--- config.mk ---
export PLATFORM = sky130hd
export DESIGN_NAME = img_capture_ctrl_flat
export DESIGN_NICKNAME = d
export VERILOG_FILES = /design/src/rtl/img_capture_ctrl_if.sv /design/src/rtl/img_capture_ctrl.sv /design/src/flat_wrapper.sv
export SDC_FILE = /design/constraint.sdc
export NUM_CORES = 1
export LEC_CHECK = 0
export ABC_AREA = 1
export CAP_MARGIN = 20
export CORE_MARGIN = 2
export CORE_UTILIZATION = 36
export CTS_CLUSTER_DIAMETER = 150
export DETAILED_ROUTE_END_ITERATION = 10
export HOLD_SLACK_MARGIN = 0.1
export PLACE_DENSITY = 0.6
export SLEW_MARGIN = 20
export SYNTH_ARGS = -nofsm -noshare
export SYNTH_HDL_FRONTEND = slang
export SYNTH_SLANG_ARGS = --single-unit
--- constraint.sdc ---
create_clock -name ck100MHz -period 2.8 [get_ports ck100MHz]
set_input_delay 0.28 -clock ck100MHz [delete_from_list [all_inputs] [get_ports ck100MHz]]
set_output_delay 0.28 -clock ck100MHz [all_outputs]
set_load 0.005 [all_outputs]
--- src/rtl/img_capture_ctrl_if.sv ---
// Bundle between the audio/FFT datapath, the image capture sequencer and the
// two display block-memory write ports.
//   master : datapath side, drives frame/sample/bin strobes, sees memory writes
//   slave  : the sequencer itself
interface img_capture_ctrl_if;
  logic       frameSync;
  logic       freeze;
  logic       sampleValid;
  logic [7:0] sampleData;
  logic       binValid;
  logic [7:0] binData;
  logic       binLast;
  logic       enaTime;
  logic       weaTime;
  logic [9:0] addraTime;
  logic [7:0] dinaTime;
  logic       weaFreq;
  logic [9:0] addraFreq;
  logic [7:0] dinaFreq;
  logic       busyTime;
  logic       trigAuto;

  modport master (
    output frameSync, freeze, sampleValid, sampleData, binValid, binData, binLast,
    input  enaTime, weaTime, addraTime, dinaTime, weaFreq, addraFreq, dinaFreq,
           busyTime, trigAuto
  );

  modport slave (
    input  frameSync, freeze, sampleValid, sampleData, binValid, binData, binLast,
    output enaTime, weaTime, addraTime, dinaTime, weaFreq, addraFreq, dinaFreq,
           busyTime, trigAuto
  );
endinterface

--- src/rtl/img_capture_ctrl.sv ---
// Write-side sequencer for the time- and frequency-domain display memories.
// Each video frame may arm one triggered capture of decimated audio samples
// into the time memory and one aligned FFT magnitude frame into the freq memory.
// Ports:
//   ck100MHz : system clock, rising edge
//   rstn     : synchronous active-low reset
//   bus      : slave side of img_capture_ctrl_if (strobes in, memory writes out)
// All outputs are registered; a write pulse follows its strobe by one cycle.
module img_capture_ctrl #(
  parameter int unsigned cstHorSize     = 640,
  parameter int unsigned cstDecim       = 1,
  parameter int unsigned cstTrigLevel   = 128,
  parameter int unsigned cstTrigTimeout = 2048,
  parameter int unsigned cstFreqBins    = 512
) (
  input logic               ck100MHz,
  input logic               rstn,
  img_capture_ctrl_if.slave bus
);

  localparam int unsigned DecW = (cstDecim > 1) ? $clog2(cstDecim) : 1;
  localparam int unsigned ToW  = $clog2(cstTrigTimeout);

  localparam logic [DecW-1:0] DecLast   = DecW'(cstDecim - 1);
  localparam logic [ToW-1:0]  ToLast    = ToW'(cstTrigTimeout - 1);
  localparam logic [9:0]      LastAddr  = 10'(cstHorSize - 1);
  localparam logic [7:0]      TrigLevel = 8'(cstTrigLevel);
  localparam logic [10:0]     FreqBins  = 11'(cstFreqBins);

  localparam logic [1:0] WaitSync = 2'd0;
  localparam logic [1:0] Arm      = 2'd1;
  localparam logic [1:0] Capture  = 2'd2;

  localparam logic [1:0] FIdle  = 2'd0;
  localparam logic [1:0] FAlign = 2'd1;
  localparam logic [1:0] FWrite = 2'd2;

  // Time path
  logic [1:0]      tStateQ, tStateD;
  logic [DecW-1:0] decimQ, decimD;
  logic [ToW-1:0]  toCntQ, toCntD;
  logic [7:0]      prevQ, prevD;
  logic            prevValidQ, prevValidD;
  logic            weaTimeQ, weaTimeD;
  logic [9:0]      addrTimeQ, addrTimeD;
  logic [7:0]      dinTimeQ, dinTimeD;
  logic            trigAutoQ, trigAutoD;
  logic            busyQ;
  logic            accept, levelTrig;

  // Freq path
  logic [1:0]      fStateQ, fStateD;
  logic [9:0]      idxQ, idxD;
  logic            weaFreqQ, weaFreqD;
  logic [9:0]      addrFreqQ, addrFreqD;
  logic [7:0]      dinFreqQ, dinFreqD;

  always_comb begin
    tStateD    = tStateQ;
    decimD     = decimQ;
    toCntD     = toCntQ;
    prevD      = prevQ;
    prevValidD = prevValidQ;
    weaTimeD   = 1'b0;
    addrTimeD  = addrTimeQ;
    dinTimeD   = dinTimeQ;
    trigAutoD  = trigAutoQ;
    accept     = 1'b0;
    levelTrig  = 1'b0;
    case (tStateQ)
      WaitSync: begin
        if (bus.frameSync && !bus.freeze) begin
          tStateD    = Arm;
          decimD     = '0;
          toCntD     = '0;
          prevValidD = 1'b0;
        end
      end
      Arm, Capture: begin
        if (bus.sampleValid) begin
          decimD = (decimQ == DecLast) ? '0 : decimQ + DecW'(1);
        end
        accept    = bus.sampleValid && (decimQ == '0);
        levelTrig = prevValidQ && (prevQ < TrigLevel) && (bus.sampleData >= TrigLevel);
        if (accept) begin
          if (tStateQ == Capture) begin
            weaTimeD  = 1'b1;
            dinTimeD  = bus.sampleData;
            addrTimeD = addrTimeQ + 10'd1;
            if (addrTimeD == LastAddr) tStateD = WaitSync;
          end else if (levelTrig || (toCntQ == ToLast)) begin
            weaTimeD  = 1'b1;
            dinTimeD  = bus.sampleData;
            addrTimeD = '0;
            trigAutoD = !levelTrig;
            // A one-sample window is complete as soon as address 0 is written.
            tStateD   = (LastAddr == 10'd0) ? WaitSync : Capture;
          end else begin
            toCntD     = toCntQ + ToW'(1);
            prevD      = bus.sampleData;
            prevValidD = 1'b1;
          end
        end
      end
      default: tStateD = WaitSync;
    endcase
  end

  always_comb begin
    fStateD   = fStateQ;
    idxD      = idxQ;
    weaFreqD  = 1'b0;
    addrFreqD = addrFreqQ;
    dinFreqD  = dinFreqQ;
    case (fStateQ)
      FIdle: begin
        if (bus.frameSync && !bus.freeze) begin
          // A frame boundary coinciding with the arm means the next bin is bin 0.
          fStateD = (bus.binValid && bus.binLast) ? FWrite : FAlign;
          idxD    = '0;
        end
      end
      FAlign: begin
        if (bus.binValid && bus.binLast) begin
          fStateD = FWrite;
          idxD    = '0;
        end
      end
      FWrite: begin
        if (bus.binValid) begin
          if ({1'b0, idxQ} < FreqBins) begin
            weaFreqD  = 1'b1;
            addrFreqD = idxQ;
            dinFreqD  = bus.binData;
          end
          if (idxQ != 10'd1023) idxD = idxQ + 10'd1;
          if (bus.binLast) fStateD = FIdle;
        end
      end
      default: fStateD = FIdle;
    endcase
  end

  always_ff @(posedge ck100MHz) begin
    if (!rstn) begin
      tStateQ    <= WaitSync;
      decimQ     <= '0;
      toCntQ     <= '0;
      prevQ      <= '0;
      prevValidQ <= 1'b0;
      weaTimeQ   <= 1'b0;
      addrTimeQ  <= '0;
      dinTimeQ   <= '0;
      trigAutoQ  <= 1'b0;
      busyQ      <= 1'b0;
      fStateQ    <= FIdle;
      idxQ       <= '0;
      weaFreqQ   <= 1'b0;
      addrFreqQ  <= '0;
      dinFreqQ   <= '0;
    end else begin
      tStateQ    <= tStateD;
      decimQ     <= decimD;
      toCntQ     <= toCntD;
      prevQ      <= prevD;
      prevValidQ <= prevValidD;
      weaTimeQ   <= weaTimeD;
      addrTimeQ  <= addrTimeD;
      dinTimeQ   <= dinTimeD;
      trigAutoQ  <= trigAutoD;
      busyQ      <= (tStateD != WaitSync);
      fStateQ    <= fStateD;
      idxQ       <= idxD;
      weaFreqQ   <= weaFreqD;
      addrFreqQ  <= addrFreqD;
      dinFreqQ   <= dinFreqD;
    end
  end

  assign bus.enaTime   = weaTimeQ;
  assign bus.weaTime   = weaTimeQ;
  assign bus.addraTime = addrTimeQ;
  assign bus.dinaTime  = dinTimeQ;
  assign bus.weaFreq   = weaFreqQ;
  assign bus.addraFreq = addrFreqQ;
  assign bus.dinaFreq  = dinFreqQ;
  assign bus.busyTime  = busyQ;
  assign bus.trigAuto  = trigAutoQ;

endmodule
--- src/flat_wrapper.sv ---
// flat-port wrapper written by rule: the top's interface ports become plain ports
module img_capture_ctrl_flat 
#(
  parameter int unsigned cstHorSize     = 640,
  parameter int unsigned cstDecim       = 1,
  parameter int unsigned cstTrigLevel   = 128,
  parameter int unsigned cstTrigTimeout = 2048,
  parameter int unsigned cstFreqBins    = 512
)
  (ck100MHz, rstn, bus_frameSync, bus_freeze, bus_sampleValid, bus_sampleData, bus_binValid, bus_binData, bus_binLast, bus_enaTime, bus_weaTime, bus_addraTime, bus_dinaTime, bus_weaFreq, bus_addraFreq, bus_dinaFreq, bus_busyTime, bus_trigAuto);
  img_capture_ctrl_if bus_i ();
  input logic ck100MHz;
  input logic rstn;
  input wire logic [$bits(bus_i.frameSync)-1:0] bus_frameSync;
  input wire logic [$bits(bus_i.freeze)-1:0] bus_freeze;
  input wire logic [$bits(bus_i.sampleValid)-1:0] bus_sampleValid;
  input wire logic [$bits(bus_i.sampleData)-1:0] bus_sampleData;
  input wire logic [$bits(bus_i.binValid)-1:0] bus_binValid;
  input wire logic [$bits(bus_i.binData)-1:0] bus_binData;
  input wire logic [$bits(bus_i.binLast)-1:0] bus_binLast;
  output wire logic [$bits(bus_i.enaTime)-1:0] bus_enaTime;
  output wire logic [$bits(bus_i.weaTime)-1:0] bus_weaTime;
  output wire logic [$bits(bus_i.addraTime)-1:0] bus_addraTime;
  output wire logic [$bits(bus_i.dinaTime)-1:0] bus_dinaTime;
  output wire logic [$bits(bus_i.weaFreq)-1:0] bus_weaFreq;
  output wire logic [$bits(bus_i.addraFreq)-1:0] bus_addraFreq;
  output wire logic [$bits(bus_i.dinaFreq)-1:0] bus_dinaFreq;
  output wire logic [$bits(bus_i.busyTime)-1:0] bus_busyTime;
  output wire logic [$bits(bus_i.trigAuto)-1:0] bus_trigAuto;
  assign bus_i.frameSync = bus_frameSync;
  assign bus_i.freeze = bus_freeze;
  assign bus_i.sampleValid = bus_sampleValid;
  assign bus_i.sampleData = bus_sampleData;
  assign bus_i.binValid = bus_binValid;
  assign bus_i.binData = bus_binData;
  assign bus_i.binLast = bus_binLast;
  assign bus_enaTime = bus_i.enaTime;
  assign bus_weaTime = bus_i.weaTime;
  assign bus_addraTime = bus_i.addraTime;
  assign bus_dinaTime = bus_i.dinaTime;
  assign bus_weaFreq = bus_i.weaFreq;
  assign bus_addraFreq = bus_i.addraFreq;
  assign bus_dinaFreq = bus_i.dinaFreq;
  assign bus_busyTime = bus_i.busyTime;
  assign bus_trigAuto = bus_i.trigAuto;
  img_capture_ctrl #(.cstHorSize(cstHorSize), .cstDecim(cstDecim), .cstTrigLevel(cstTrigLevel), .cstTrigTimeout(cstTrigTimeout), .cstFreqBins(cstFreqBins)) u_core (.ck100MHz(ck100MHz), .rstn(rstn), .bus(bus_i));
endmodule
==> flow_summary.yaml <==
sta:
  report.final.hold_viol_count: 0
  period_needed_ps: 2020
  timing.final.crit_share_pct: 72.3
  tightestPinTransition_ps: 528
  setup_viol: 0
  clock.fmax_mhz: 494
  slew_headroom_pct: 64.7
  skew_ps: 9.28
  drv_slew: 0
  setup_tns_ps: 0
  setup_ws_ps: 775
  rsz0062_at_grt: "false"
power:
  p_comb_share_pct: 14.2
  power_frac_seq_pct: 50.4
  ir_drop_mv: 0.390
  pwr-share-clk_pct: 35.4
  powerDensity_nw_per_um2: 502
  power.leakage_nw: 1.61
  switching_share_pct: 27.4
  p_int_mw: 1.47
  p_switching_mw: 0.556
routing:
  drc: 0
  via_per_inst: 4.64
  drt_pass1_iterations: 4
  routedWlPerCell_um: 10.8
  vias: 2884
  postRouteAntennaNets: 0
  routed_wl_um: 6730
  first_iter_violations: 87
clocking:
  holdBufCountCts: 0
  path_clk_slew_ps: 70
  cts_buffers: 9
  post_cts_buffers: 0
  cts_tree: "built"
  postCtsResizedCells: 0
  clock_sinks: 67
  h-tree-depth: 3
  clockBufferDepth: 2
  cts-root-buf: "clkbuf_8"
  worstSkewPairLatency_ps: 340
final_layout:
  fin_cells: 621
  mostFrequentLayoutCells: "89 x nand2_1, 69 x nor2_1, 67 x dfxtp_1"
  final_cell_area_um2: 4050
  drive_above_1_share_pct: 8.77
  n_antenna_cell: 0
  areaGrowthSynthToFinish_pct: 28.6
  nFillCells: 856
  fin_nets: 538
  final_common_cell: "nand2_1"
  fin_util_pct: 47.1
yosys:
  async_flop_share_pct: 0
  synth_top_area_share_pct: 42.6
  netlist_area_um2: 3150
  synth_seq_area_share_pct: 42.6
  synth_area_leaders: "dfxtp_1 43%, nand2_1 11%, nor2_1 8.2%"
  ys_types: 32
  synth_flop_cell: "dfxtp_1"
  yosys_warnings: 0
  synth_top_cell_by_area: "dfxtp_1"
  syn_inst: 443
  synth-edff-count: 0
  synth_fp_nets: 473
  syn_avg_cell_area_um2: 7.11
  ys_ff_latch: 67
global_routing:
  grt_pass1_wl_um: 11800
  grt-ovfl-total: 0
  grt_use_total_pct: 14.8
  grt_pass1_vias: 2690
  antenna_found_initial: 0
  grt_max_degree: 36
min_path:
  min_path_type: "reg -> reg"
critical_path:
  path_max_fanout: 8
  critPathCaptureType: "flop"
  critical_path_arrival_ps: 2300
  cp.required_ps: 3080
  critPathKind: "reg -> reg"
  startpoint_type: "flop"
die:
  die_h_um: 97.5
  ios: 64
  num_rows: 34
  die-width_um: 97.5
  coreArea_um2: 8590
  die-area_um2: 9510
  start_util_pct: 36.6
job:
  maxCapViolations: 0
placed_design:
  gp_congestion: 0.787
  placedCellCount: 605
  port_buffers: 63
  dp_hpwl_um: 4780
  pre_cts_ws_ps: 647
  place_area_um2: 3870
run_status:
  outcome: "finished, final reports clean"
[metal layers]
metal	global-route usage [%]	routed length, um
met1	18.5	3290
met4	5.45	96
met2	24.0	2990
met3	4.82	348
met5	0	0
[area by class of cell]
cell class                      count  area [um^2]  share of cell area [%]
Inverter                           52          208                    5.13
Sequential cell                    67         1340                    33.1
Multi-Input combinational cell    311         1520                    37.7
Timing Repair Buffer               67          661                    16.3
Clock inverter                      6         41.3                    1.02
Clock buffer                       10          138                    3.40
Tap cell                          108          135                    3.34
[power by group through the flow]
stage	combinational, mW	clock [mW]	sequential, mW
2_1_floorplan	0.159	0	1.05
5_1_grt	0.328	0.787	1.03
3_3_place_gp	0.288	0	1.05
4_1_cts	0.293	0.750	1.02
6_report	0.288	0.718	1.02
3_5_place_dp	0.290	0	1.05
[state kept, by name, indices dropped and copies added, names as in the netlist, 2 cells and up]
register and flops:
u_core.toCntQ 11, u_core.bus.addraFreq 10, u_core.bus.addraTime 10, u_core.idxQ 10
u_core.bus.dinaFreq 8, u_core.bus.dinaTime 8, u_core.fStateQ 2, u_core.tStateQ 2
[cells by family (layout without fill, tap and decap cells)]
logic type / Yosys count / after routing / synth area share, %
AO/OA/AOI/OAI: 84 / 84 / 14.2
XOR/XNOR: 8 / 8 / 2.23
adder cells (fa/ha/maj): 7 / 7 / 2.78
buffers and inverters: 65 / 135 / 8.98
flip-flops: 67 / 67 / 42.6
AND/OR/NAND/NOR: 212 / 212 / 29.2
[cell usage after synthesis (all sizes together) (5+ instances only)]
| cell type | count |
|---|---|
| nand2 | 97 |
| nand3 | 22 |
| ha | 7 |
| buf | 5 |
| nor3 | 10 |
| o21ai | 43 |
| xor2 | 6 |
| a21oi | 35 |
| clkbuf | 8 |
| nor2 | 74 |
| dfxtp | 67 |
| inv | 51 |
[critical path, stage by stage (launching register included)]
cell	delay, ps
dfxtp_1	420
inv_1	70
ha_1	320
inv_1	60
or2_2	100
o21ai_0	90
nor3_1	250
nand3_1	240
inv_2	190
o21ai_0	110
a21oi_1	120
[worst paths after layout]
kind / startpoint / endpoint / slack, ps / depth (start not counted)
setup / recovery: u_core.tStateQ[1] / u_core.toCntQ[7] / 780 / 10
hold / removal: u_core.bus.addraFreq[9] / u_core.bus.addraFreq[9] / 440 / 2
setup reg to reg: u_core.tStateQ[1] / u_core.toCntQ[7] / 780 / 10
hold reg to reg: u_core.bus.addraFreq[9] / u_core.bus.addraFreq[9] / 440 / 2
[per-stage QoR]
step | hold slack (ps) | total power, mW
after CTS | 445 | 2.07
after floorplan | 397 | 1.21
after detailed placement | 434 | 1.34
after global placement | 431 | 1.33
final | 439 | 2.03
after global routing | 454 | 2.15
No activity file was read; power rests on OpenSTA's default activity.
